`config.mk`:
```
export PLATFORM = sky130hd
export DESIGN_NAME = uart_axis_frame
export DESIGN_NICKNAME = d
export VERILOG_FILES = /design/src/rtl/uart_axis_frame.sv
export SDC_FILE = /design/constraint.sdc
export NUM_CORES = 1
export LEC_CHECK = 0
export ABC_AREA = 1
export BUFFER_PORTS_ARGS = -buffer_cell sky130_fd_sc_hd__buf_2
export CORE_ASPECT_RATIO = 0.9
export CORE_MARGIN = 4
export CORE_UTILIZATION = 59
export CTS_CLUSTER_DIAMETER = 80
export DETAILED_ROUTE_END_ITERATION = 6
export PLACE_DENSITY = 0.79
export SYNTH_ARGS = -nofsm -noshare
export SYNTH_HDL_FRONTEND = slang
export SYNTH_SLANG_ARGS = --single-unit
export TNS_END_PERCENT = 1
```
`constraint.sdc`:
```
create_clock -name clk -period 2 [get_ports clk]
set_input_delay 0.2 -clock clk [delete_from_list [all_inputs] [get_ports clk]]
set_output_delay 0.2 -clock clk [all_outputs]
set_load 0.05 [all_outputs]
```
`src/rtl/uart_axis_frame.sv`:
```
// -----------------------------------------------------------------------------
// uart_axis_frame
//   Full-duplex UART with AXI-Stream data ports. The frame format is set by
//   parameters: data width, parity and TX stop bits. Received beats carry an
//   error tag in tuser. A frame that completes while the output register is
//   still held by the sink is dropped and reported on rx_overrun.
//
// Parameters
//   TICKS_PER_BIT  clk cycles per bit (>= 4)
//   DATA_WIDTH     data bits per frame, 5..9, sent LSB first
//   PARITY         0 = none, 1 = odd, 2 = even
//   STOP_BITS      TX stop bits, 1 or 2 (RX checks only the first stop bit)
//
// Build option
//   UART_RX_MAJORITY_EN  each RX bit decision (start confirm included) is the
//                        2-of-3 majority of the samples at centre-1, centre and
//                        centre+1. The decision is taken on the centre+1 cycle.
//
// Ports
//   clk, rst_n          clock, asynchronous active-low reset
//   rx / tx             serial lines, both idle high
//   s_axis_din_*        TX stream in (tready high only while TX is idle)
//   m_axis_dout_*       RX stream out; tuser = {parity_err, frame_err}
//   tx_busy, rx_busy    frame in progress on each direction
//   rx_overrun          1-cycle pulse when a completed frame is dropped
// -----------------------------------------------------------------------------
module uart_axis_frame #(
   parameter int TICKS_PER_BIT = 87,
   parameter int DATA_WIDTH    = 8,
   parameter int PARITY        = 0,
   parameter int STOP_BITS     = 1
) (
   input  logic                  clk,
   input  logic                  rst_n,
   input  logic                  rx,
   output logic                  tx,
   input  logic [DATA_WIDTH-1:0] s_axis_din_tdata,
   input  logic                  s_axis_din_tvalid,
   output logic                  s_axis_din_tready,
   output logic [DATA_WIDTH-1:0] m_axis_dout_tdata,
   output logic [1:0]            m_axis_dout_tuser,
   output logic                  m_axis_dout_tvalid,
   input  logic                  m_axis_dout_tready,
   output logic                  tx_busy,
   output logic                  rx_busy,
   output logic                  rx_overrun
);

   localparam int              CNT_W      = $clog2(TICKS_PER_BIT);
   localparam logic [CNT_W-1:0] CNT_LAST  = CNT_W'(TICKS_PER_BIT - 1);
`ifdef UART_RX_MAJORITY_EN
   // Majority decision needs the centre+1 sample, so it lands one cycle later.
   localparam logic [CNT_W-1:0] START_SMP = CNT_W'(TICKS_PER_BIT / 2);
`else
   localparam logic [CNT_W-1:0] START_SMP = CNT_W'(TICKS_PER_BIT / 2 - 1);
`endif
   localparam logic [3:0]      LAST_DATA  = 4'(DATA_WIDTH - 1);
   localparam logic [3:0]      LAST_STOP  = 4'(STOP_BITS - 1);
   localparam bit              HAS_PARITY = (PARITY != 0);

   // Parity bit value that a correct frame carries for this data word.
   function automatic logic parity_of(input logic [DATA_WIDTH-1:0] d);
      return (PARITY == 2) ? ^d : ~^d;
   endfunction

   // ---------------------------------------------------------------- TX ----
   typedef enum logic [2:0] {TX_IDLE, TX_START, TX_DATA, TX_PAR, TX_STOP} tx_state_t;

   tx_state_t             tx_state, tx_state_n;
   logic [CNT_W-1:0]      tx_cnt, tx_cnt_n;
   logic [3:0]            tx_idx, tx_idx_n;
   logic [DATA_WIDTH-1:0] tx_shreg, tx_shreg_n;
   logic                  tx_par, tx_par_n;
   logic                  tx_n;
   logic                  tx_tick;

   // NOTE: every signal assigned in always_comb gets a default first, so no
   // path leaves it unassigned and no latch is inferred.
   always_comb begin
      tx_state_n = tx_state;
      tx_idx_n   = tx_idx;
      tx_shreg_n = tx_shreg;
      tx_par_n   = tx_par;
      tx_tick    = (tx_cnt == CNT_LAST);
      tx_cnt_n   = (tx_state == TX_IDLE || tx_tick) ? '0 : tx_cnt + 1'b1;

      unique case (tx_state)
         TX_IDLE: if (s_axis_din_tvalid) begin
            tx_state_n = TX_START;
            tx_shreg_n = s_axis_din_tdata;
            tx_par_n   = parity_of(s_axis_din_tdata);
         end
         TX_START: if (tx_tick) begin
            tx_state_n = TX_DATA;
            tx_idx_n   = '0;
         end
         TX_DATA: if (tx_tick) begin
            tx_shreg_n = tx_shreg >> 1;
            if (tx_idx == LAST_DATA) begin
               tx_idx_n   = '0;
               tx_state_n = HAS_PARITY ? TX_PAR : TX_STOP;
            end else begin
               tx_idx_n = tx_idx + 1'b1;
            end
         end
         TX_PAR: if (tx_tick) begin
            tx_idx_n   = '0;
            tx_state_n = TX_STOP;
         end
         TX_STOP: if (tx_tick) begin
            if (tx_idx == LAST_STOP) tx_state_n = TX_IDLE;
            else                     tx_idx_n   = tx_idx + 1'b1;
         end
         default: tx_state_n = TX_IDLE;
      endcase

      // The line level is registered from the next state, so tx never glitches.
      unique case (tx_state_n)
         TX_START: tx_n = 1'b0;
         TX_DATA:  tx_n = tx_shreg_n[0];
         TX_PAR:   tx_n = tx_par_n;
         default:  tx_n = 1'b1;
      endcase
   end

   // NOTE: sequential state uses non-blocking assignments so every register
   // samples the pre-edge values and simulation matches the synthesised flops.
   always_ff @(posedge clk or negedge rst_n) begin
      if (!rst_n) begin
         tx_state <= TX_IDLE;
         tx_cnt   <= '0;
         tx_idx   <= '0;
         tx_shreg <= '0;
         tx_par   <= 1'b0;
         tx       <= 1'b1;
      end else begin
         tx_state <= tx_state_n;
         tx_cnt   <= tx_cnt_n;
         tx_idx   <= tx_idx_n;
         tx_shreg <= tx_shreg_n;
         tx_par   <= tx_par_n;
         tx       <= tx_n;
      end
   end

   assign s_axis_din_tready = (tx_state == TX_IDLE);
   assign tx_busy           = (tx_state != TX_IDLE);

   // ---------------------------------------------------------------- RX ----
   typedef enum logic [2:0] {RX_IDLE, RX_START, RX_DATA, RX_PAR, RX_STOP} rx_state_t;

   logic rx_meta, rx_sync, rx_sync_d;
   logic rx_bit;
`ifdef UART_RX_MAJORITY_EN
   logic rx_sync_d2;
`endif

   always_ff @(posedge clk or negedge rst_n) begin
      if (!rst_n) begin
         rx_meta    <= 1'b1;
         rx_sync    <= 1'b1;
         rx_sync_d  <= 1'b1;
`ifdef UART_RX_MAJORITY_EN
         rx_sync_d2 <= 1'b1;
`endif
      end else begin
         rx_meta    <= rx;
         rx_sync    <= rx_meta;
         rx_sync_d  <= rx_sync;
`ifdef UART_RX_MAJORITY_EN
         rx_sync_d2 <= rx_sync_d;
`endif
      end
   end

`ifdef UART_RX_MAJORITY_EN
   // On the decision cycle: rx_sync = centre+1, rx_sync_d = centre, rx_sync_d2 = centre-1.
   assign rx_bit = (rx_sync & rx_sync_d) | (rx_sync & rx_sync_d2) | (rx_sync_d & rx_sync_d2);
`else
   assign rx_bit = rx_sync;
`endif

   rx_state_t             rx_state, rx_state_n;
   logic [CNT_W-1:0]      rx_cnt, rx_cnt_n;
   logic [3:0]            rx_idx, rx_idx_n;
   logic [DATA_WIDTH-1:0] rx_shreg, rx_shreg_n;
   logic                  rx_par_bit, rx_par_bit_n;
   logic                  rx_tick, rx_done, rx_ferr, rx_perr;

   always_comb begin
      rx_state_n   = rx_state;
      rx_idx_n     = rx_idx;
      rx_shreg_n   = rx_shreg;
      rx_par_bit_n = rx_par_bit;
      rx_done      = 1'b0;
      rx_ferr      = 1'b0;
      rx_perr      = 1'b0;
      rx_tick      = (rx_cnt == CNT_LAST);
      rx_cnt_n     = (rx_state == RX_IDLE || rx_tick) ? '0 : rx_cnt + 1'b1;

      unique case (rx_state)
         RX_IDLE: if (rx_sync_d && !rx_sync) rx_state_n = RX_START;
         RX_START: if (rx_cnt == START_SMP) begin
            // Re-align the timer so later samples fall on bit centres.
            rx_cnt_n = '0;
            if (rx_bit) begin
               rx_state_n = RX_IDLE;
            end else begin
               rx_state_n = RX_DATA;
               rx_idx_n   = '0;
            end
         end
         RX_DATA: if (rx_tick) begin
            rx_shreg_n = {rx_bit, rx_shreg[DATA_WIDTH-1:1]};
            if (rx_idx == LAST_DATA) rx_state_n = HAS_PARITY ? RX_PAR : RX_STOP;
            else                     rx_idx_n   = rx_idx + 1'b1;
         end
         RX_PAR: if (rx_tick) begin
            rx_par_bit_n = rx_bit;
            rx_state_n   = RX_STOP;
         end
         RX_STOP: if (rx_tick) begin
            // Return to idle at the stop centre so a back-to-back start edge is caught.
            rx_state_n = RX_IDLE;
            rx_done    = 1'b1;
            rx_ferr    = !rx_bit;
            rx_perr    = HAS_PARITY && (rx_par_bit != parity_of(rx_shreg));
         end
         default: rx_state_n = RX_IDLE;
      endcase
   end

   always_ff @(posedge clk or negedge rst_n) begin
      if (!rst_n) begin
         rx_state   <= RX_IDLE;
         rx_cnt     <= '0;
         rx_idx     <= '0;
         rx_shreg   <= '0;
         rx_par_bit <= 1'b0;
      end else begin
         rx_state   <= rx_state_n;
         rx_cnt     <= rx_cnt_n;
         rx_idx     <= rx_idx_n;
         rx_shreg   <= rx_shreg_n;
         rx_par_bit <= rx_par_bit_n;
      end
   end

   assign rx_busy = (rx_state != RX_IDLE);

   // Output register: a held beat blocks new frames unless it retires this cycle.
   always_ff @(posedge clk or negedge rst_n) begin
      if (!rst_n) begin
         m_axis_dout_tdata  <= '0;
         m_axis_dout_tuser  <= '0;
         m_axis_dout_tvalid <= 1'b0;
         rx_overrun         <= 1'b0;
      end else begin
         rx_overrun <= 1'b0;
         if (m_axis_dout_tvalid && m_axis_dout_tready) m_axis_dout_tvalid <= 1'b0;
         if (rx_done) begin
            if (!m_axis_dout_tvalid || m_axis_dout_tready) begin
               m_axis_dout_tdata  <= rx_shreg;
               m_axis_dout_tuser  <= {rx_perr, rx_ferr};
               m_axis_dout_tvalid <= 1'b1;
            end else begin
               rx_overrun <= 1'b1;
            end
         end
      end
   end

endmodule

```
-- Word level (Yosys, flattened, before mapping)
Cells that the tools add are included.
W data, S select, Z words.
- flip-flop bits (word level): 60
- input port bits: 13
- output and inout port bits: 16
- word-level logic and storage cells: 120
- $add $sub $neg: 4
- equal/unequal tests: 29
- multiplexer cells: 46
- reductions and logical operators: 23
- operator list (kind ; number):
    $mux W3 ; 13
    $mux W4 ; 9
    $pmux W3 S5 ; 2
    $mux W7 ; 4
    $ne A2 B2 Y1 const B ; 11
    $eq A3 B2 Y1 const B ; 6
    $mux W8 ; 2
    $pmux W8 S2 ; 1
    $add A7 B1 Y7 const B ; 2
    $eq A7 B7 Y1 const B ; 2
    $pmux W4 S3 ; 1
    $mux W1 ; 11
    $reduce_and A5 Y1 ; 2
    $eq A3 B1 Y1 const B ; 3
    $reduce_bool A3 Y1 ; 3
    $add A4 B1 Y4 const B ; 2
    $eq A4 B3 Y1 const B ; 2
    $pmux W4 S2 ; 1
    $reduce_xnor A8 Y1 ; 1
    $eq A7 B6 Y1 const B ; 1
    $eq A3 B3 Y1 const B ; 2
    $logic_not A3 Y1 ; 2
    $reduce_and A6 Y1 ; 1
    $logic_not A4 Y1 ; 1
    10 further kinds ; 17

-- Depth between registers and ports, before layout
- depth after elaboration: 6
- mapped depth: 11
- gate-level depth less buffers: 11

-- Worst setup path after synthesis
OpenSTA, ideal clock, no wires.
- path type: register -> register
- start point: register tx_state[1]
- end point: register tx_cnt[5]
- library setup time: 0.128 ns
- data arrival time: 1.600 ns
- required time: 1.872 ns
- path slack: 0.271 ns
- stages on the path, launching flop included: 7
- path buffers: 0
- period minus slack after synthesis: 1.729 ns
- path through: dfrtp_1 -> inv_2 -> nand2_4 -> nor2_4 -> inv_1 -> nand2_1 -> nor3_1
- cells in the longest elaborated chain, start to end: 3
- ends and longest elaborated chain (what ; line ; RTL):
    from (decl) ; 69 ; tx_state_t tx_state, tx_state_n;
    from (signal assigned) ; 137 ; tx_state <= tx_state_n;
    $logic_not A3 Y1 ; n/a ;
    net s_axis_din_tready ; 39 ; output logic s_axis_din_tready,
    $logic_or A1 B1 Y1 ; 85 ; tx_cnt_n = (tx_state == TX_IDLE || tx_tick) ? '0 : tx_cnt + 1'b1;
    $mux W7 ; 85 ;
    net tx_cnt_n[5] ; 70 ; logic [CNT_W-1:0] tx_cnt, tx_cnt_n;
    to (signal assigned) ; 138 ; tx_cnt <= tx_cnt_n;
    to (decl) ; 70 ;
The timed path passes the listed nets, and every way through them passes these cells.
A chain may end at the register's enable or synchronous reset.

-- Worst setup path after layout
- start point: register rx_cnt[0]
- end point: register rx_shreg[7]
- cells in the longest elaborated chain, start to end: 2
- ends and longest elaborated chain (what ; line ; RTL):
    from (decl) ; 184 ; logic [CNT_W-1:0] rx_cnt, rx_cnt_n;
    from (signal assigned) ; 242 ; rx_cnt <= rx_cnt_n;
    $eq A7 B7 Y1 ; 198 ; rx_tick = (rx_cnt == CNT_LAST);
    $reduce_and A2 Y1 (no source line) ; n/a ;
    to (signal assigned) ; 244 ; rx_shreg <= rx_shreg_n;
    to (decl) ; 186 ; logic [DATA_WIDTH-1:0] rx_shreg, rx_shreg_n;
Every way passes these cells.

==> summary.md <==
| Metric | Value |
|---|---|
| Total CTS buffers | `9` |
| Cell area after layout | `3618 um2` |
| Syn Inst Count | `384` |
| Crit path cell chain | `inv_1, ha_1, nand2_1, clkinv_1, nand4_4, or2_1, nand2_1, o21ai_2` |
| CTS clk-pin slew, worst paths | `70 ps` |
| Wirelength, routed | `5.619 mm` |
| Commonest non-fill, non-tap cell in the layout | `nand2_1` |
| CP bufs+invs | `2` |
| Ports | `29` |
| GRT Total Usage | `19.57%` |
| Postcts setup bufs | `0` |
| Initial antenna violation count | `0` |
| Critical R2R Launch | `rx_cnt[0]` |
| Most frequent cells in the layout | `nand2_1 (109), dfrtp_1 (56), inv_1 (53)` |
| Clock Latency Late Sink | `330 ps` |
| Initial Util | `60.69%` |
| Dpl cell area | `3374 um2` |
| CTS tree | `done` |
| Worst-margin pin slew | `627.2 ps` |
| RSZ-0062 raised after global routing | `false` |
| Via count | `2492` |
| Tmin final | `1773 ps` |
| Antenna cells | `0` |
| Drt pass-1 iters | `4` |
| Seq/Total Area, Yosys | `47.51%` |
| Leakage | `0.001891 uW` |
| Worst vdd ir | `0.6694 mV` |
| TNS Setup | `0 ps` |
| Crit Path Max Fanout | `16` |
| Placer Congestion | `0.7833` |
| CP required | `2260 ps` |
| Fin crit share | `88.63%` |
| CP Launch Point | `rx_cnt[0]` |
| Number of nets still failing antenna checks after routing | `0` |
| Syn Area/Cell | `8.257 um2` |
| Synth cell types | `40` |
| Mux cell area share after synthesis | `0.3157%` |
| Number of global-route vias before repair | `2516` |
| CP top delay family | `simple AND/OR/NAND/NOR gates` |
| Worst Setup End Kind | `register` |
| CTS-repair resized insts | `0` |
| Sinks on the clock net | `60` |
| Power density over the cells | `980.0 nW/um2` |
| Share of post-route cells with drive strength above 1 | `19.95%` |
| Simple-gate area share of the yosys netlist | `29.32%` |
| Grt ovf | `0` |
| Worst-case reg-to-reg path depth | `8` |
| Crit. path cell count | `8` |
| Wire length per cell | `11.40 um` |
| Layout Skew | `7.339 ps` |
| Max Buffers Root-to-Sink | `2` |
| Run status | `finished clean` |
| Synth Register Bits | `60` |
| Largest net degree at the start of global routing | `35` |
| CP peak stage delay | `530 ps` |
| Clock root buffer | `clkbuf_8` |
| Die ar. | `6612 um2` |
| PortBufs | `27` |
| Core area | `5224 um2` |
| Row Count | `25` |
| Die H | `77.55 um` |
| CP Launch Type | `register` |
| DP Wirelength | `4.228 mm` |
| Worst Setup EP | `rx_shreg[7]` |
| Slew HR | `58.18%` |
| Die width | `85.27 um` |
| Slew Viols, Final | `0` |
| Most used cell along the critical path | `nand2_1` |
| Peak Freq | `564.1 MHz` |
| Max-Cap Viols | `0` |
| Min-Delay Path Class | `input port to register` |
| Crit path DAT | `2030 ps` |
| Worst reg2reg setup slack | `230 ps` |
| Adder-Cell Fraction of Synth Area | `2.762%` |
| First-pass GRT wire length | `10.55 mm` |
| Synthesized Nets | `404` |
| H-tree levels | `3` |
| NumNets Final | `441` |
| Largest family of logic cells by synthesized area | `simple AND/OR/NAND/NOR gates` |
| RR Endpoint | `rx_shreg[7]` |
| Fin util | `69.27%` |
| Compound-Gate Fraction of Synth Area | `9.550%` |
| Synth Area in XOR/XNOR | `2.210%` |
| Crit-path slowest cell | `or2_1` |
| WS Path Type | `register to register` |
| P&R area growth vs syn | `14.13%` |
| Mapped cell area | `3171 um2` |
| YS warnings | `0` |
| DR vias/cell | `5.055` |
| Drt initial violations | `70` |
| Fillers | `413` |
| Final setup fails | `0` |
| Remaining DRCs | `0` |
| Hold Vio Cnt, Final | `0` |
-- cell usage after synthesis --
library cell / count / area share, %
nor2_1: 32 / 3.8
nand4_4: 1 / 0.67
o211ai_1: 7 / 1.7
nand2_1: 109 / 13
or2_1: 2 / 0.39
dfstp_2: 4 / 3.3
or2_2: 1 / 0.20
nand3b_1: 1 / 0.24
buf_2: 1 / 0.16
o211ai_2: 1 / 0.39
mux2i_1: 1 / 0.32
ha_1: 7 / 2.8
o22ai_1: 2 / 0.39
buf_6: 2 / 0.71
o21ai_0: 12 / 1.9
inv_1: 53 / 6.3
clkinv_1: 1 / 0.12
dfrtp_1: 56 / 44
o21ai_2: 8 / 2.2
a21oi_4: 1 / 0.51
conb_1: 1 / 0.12
and3_1: 1 / 0.20
a22oi_1: 2 / 0.47
nor3_4: 1 / 0.51
xnor2_1: 1 / 0.28
o21ai_1: 8 / 1.3
a21oi_1: 3 / 0.47
nand2_4: 5 / 1.8
nand3_1: 25 / 3.9
o2111ai_1: 1 / 0.28
nor2_2: 3 / 0.59
nand4_1: 2 / 0.39
nor3b_1: 3 / 0.71
inv_2: 6 / 0.71
nand2_2: 5 / 0.99
nand3_2: 2 / 0.63
nor2_4: 3 / 1.1
buf_4: 1 / 0.24
nor3_1: 2 / 0.32
xor2_1: 7 / 1.9
-- through the flow --
| step | hold slack, ps | instances | total power, uW | setup WS [ps] |
|---|---|---|---|---|
| 6_report | 190.9 | 493 | 3546 | 227.3 |
| 3_3_place_gp | 239.3 | 475 | 2315 | 323.3 |
| 4_1_cts | 173.5 | 493 | 3585 | 209.4 |
| 3_5_place_dp | 240.4 | 475 | 2351 | 227.1 |
| 2_1_floorplan | -95.59 | 384 | 2147 | 271.4 |
| 5_1_grt | 194.7 | 493 | 3790 | 50.13 |
-- final cells by class --
| cell class | instances | area [um2] | share of cell area, % |
|---|---|---|---|
| clock buffers | 10 | 137.6 | 3.804 |
| clock inverters | 6 | 86.33 | 2.386 |
| inverters | 60 | 225.2 | 6.224 |
| multi-input cells | 260 | 1404 | 38.80 |
| flip-flops and latches | 60 | 1506 | 41.63 |
| well taps | 67 | 83.83 | 2.317 |
| repair buffers | 30 | 175.2 | 4.841 |
-- how the worst min path moves through the flow --
stage                                 to  slack (ps)  cells past startpoint          startpoint
floorplan           m_axis_dout_tdata[0]        -100                      0               rst_n
global placement               rx_idx[0]         240                      1               rst_n
detailed placement             rx_idx[1]         240                      1               rst_n
CTS                           rx_overrun         170                      4  m_axis_dout_tready
global route          m_axis_dout_tvalid         190                      4  m_axis_dout_tready
finish                        rx_overrun         190                      4  m_axis_dout_tready
-- what timing repair did --
| action | 4_1_cts | 5_1_grt |
|---|---|---|
| endpoints found under the setup margin | 0 | 0 |
| hold buffers | 2 | 0 |
| endpoints found under the hold margin | 25 | 0 |
-- power breakdown --
part / internal [uW] / switching, uW / total, uW
registers: 1400 / 140 / 1540
logic: 272 / 514 / 785
clock network: 735 / 484 / 1220
-- registers in the layout, summed over array words and instances (netlist names) --
| register | cells |
|---|---|
| rx_bit | 1 |
| rx_meta | 1 |
| m_axis_dout_tuser | 1 |
| rx_overrun | 1 |
| tx_cnt | 7 |
| tx_par | 1 |
| tx_idx | 4 |
| rx_shreg | 8 |
| m_axis_dout_tvalid | 1 |
| m_axis_dout_tdata | 8 |
| rx_idx | 4 |
| tx_state | 3 |
| rx_state | 3 |
| tx_shreg | 8 |
| rx_cnt | 7 |
| rx_sync_d | 1 |
| tx | 1 |
-- worst register-to-register path, cell delays in order (launching register included) --
cell	delay [ps]
dfrtp_1	390
inv_1	60
ha_1	200
nand2_1	70
clkinv_1	90
nand4_4	120
or2_1	530
nand2_1	160
o21ai_2	90
-- cells by family after synthesis --
kind of cell             Yosys count
XOR/XNOR                           8
multiplexers                       1
adder cells (fa/ha/maj)            7
other                              1
buffers and inverters             64
flip-flops                        60
AO/OA/AOI/OAI                     45
AND/OR/NAND/NOR                  198
-- metal layers --
layer / vias up / wire, um / part of all wire (%) / track usage [%]
met5: - / 0 / 0 / 0
met4: 0 / 35 / 0.62 / 4.747
met3: 7 / 247 / 4.4 / 7.219
met2: 35 / 2750 / 49 / 33.00
met1: 1167 / 2586 / 46 / 23.76
li1: 1283 / - / - / -
(Power assumes the default switching activity.)
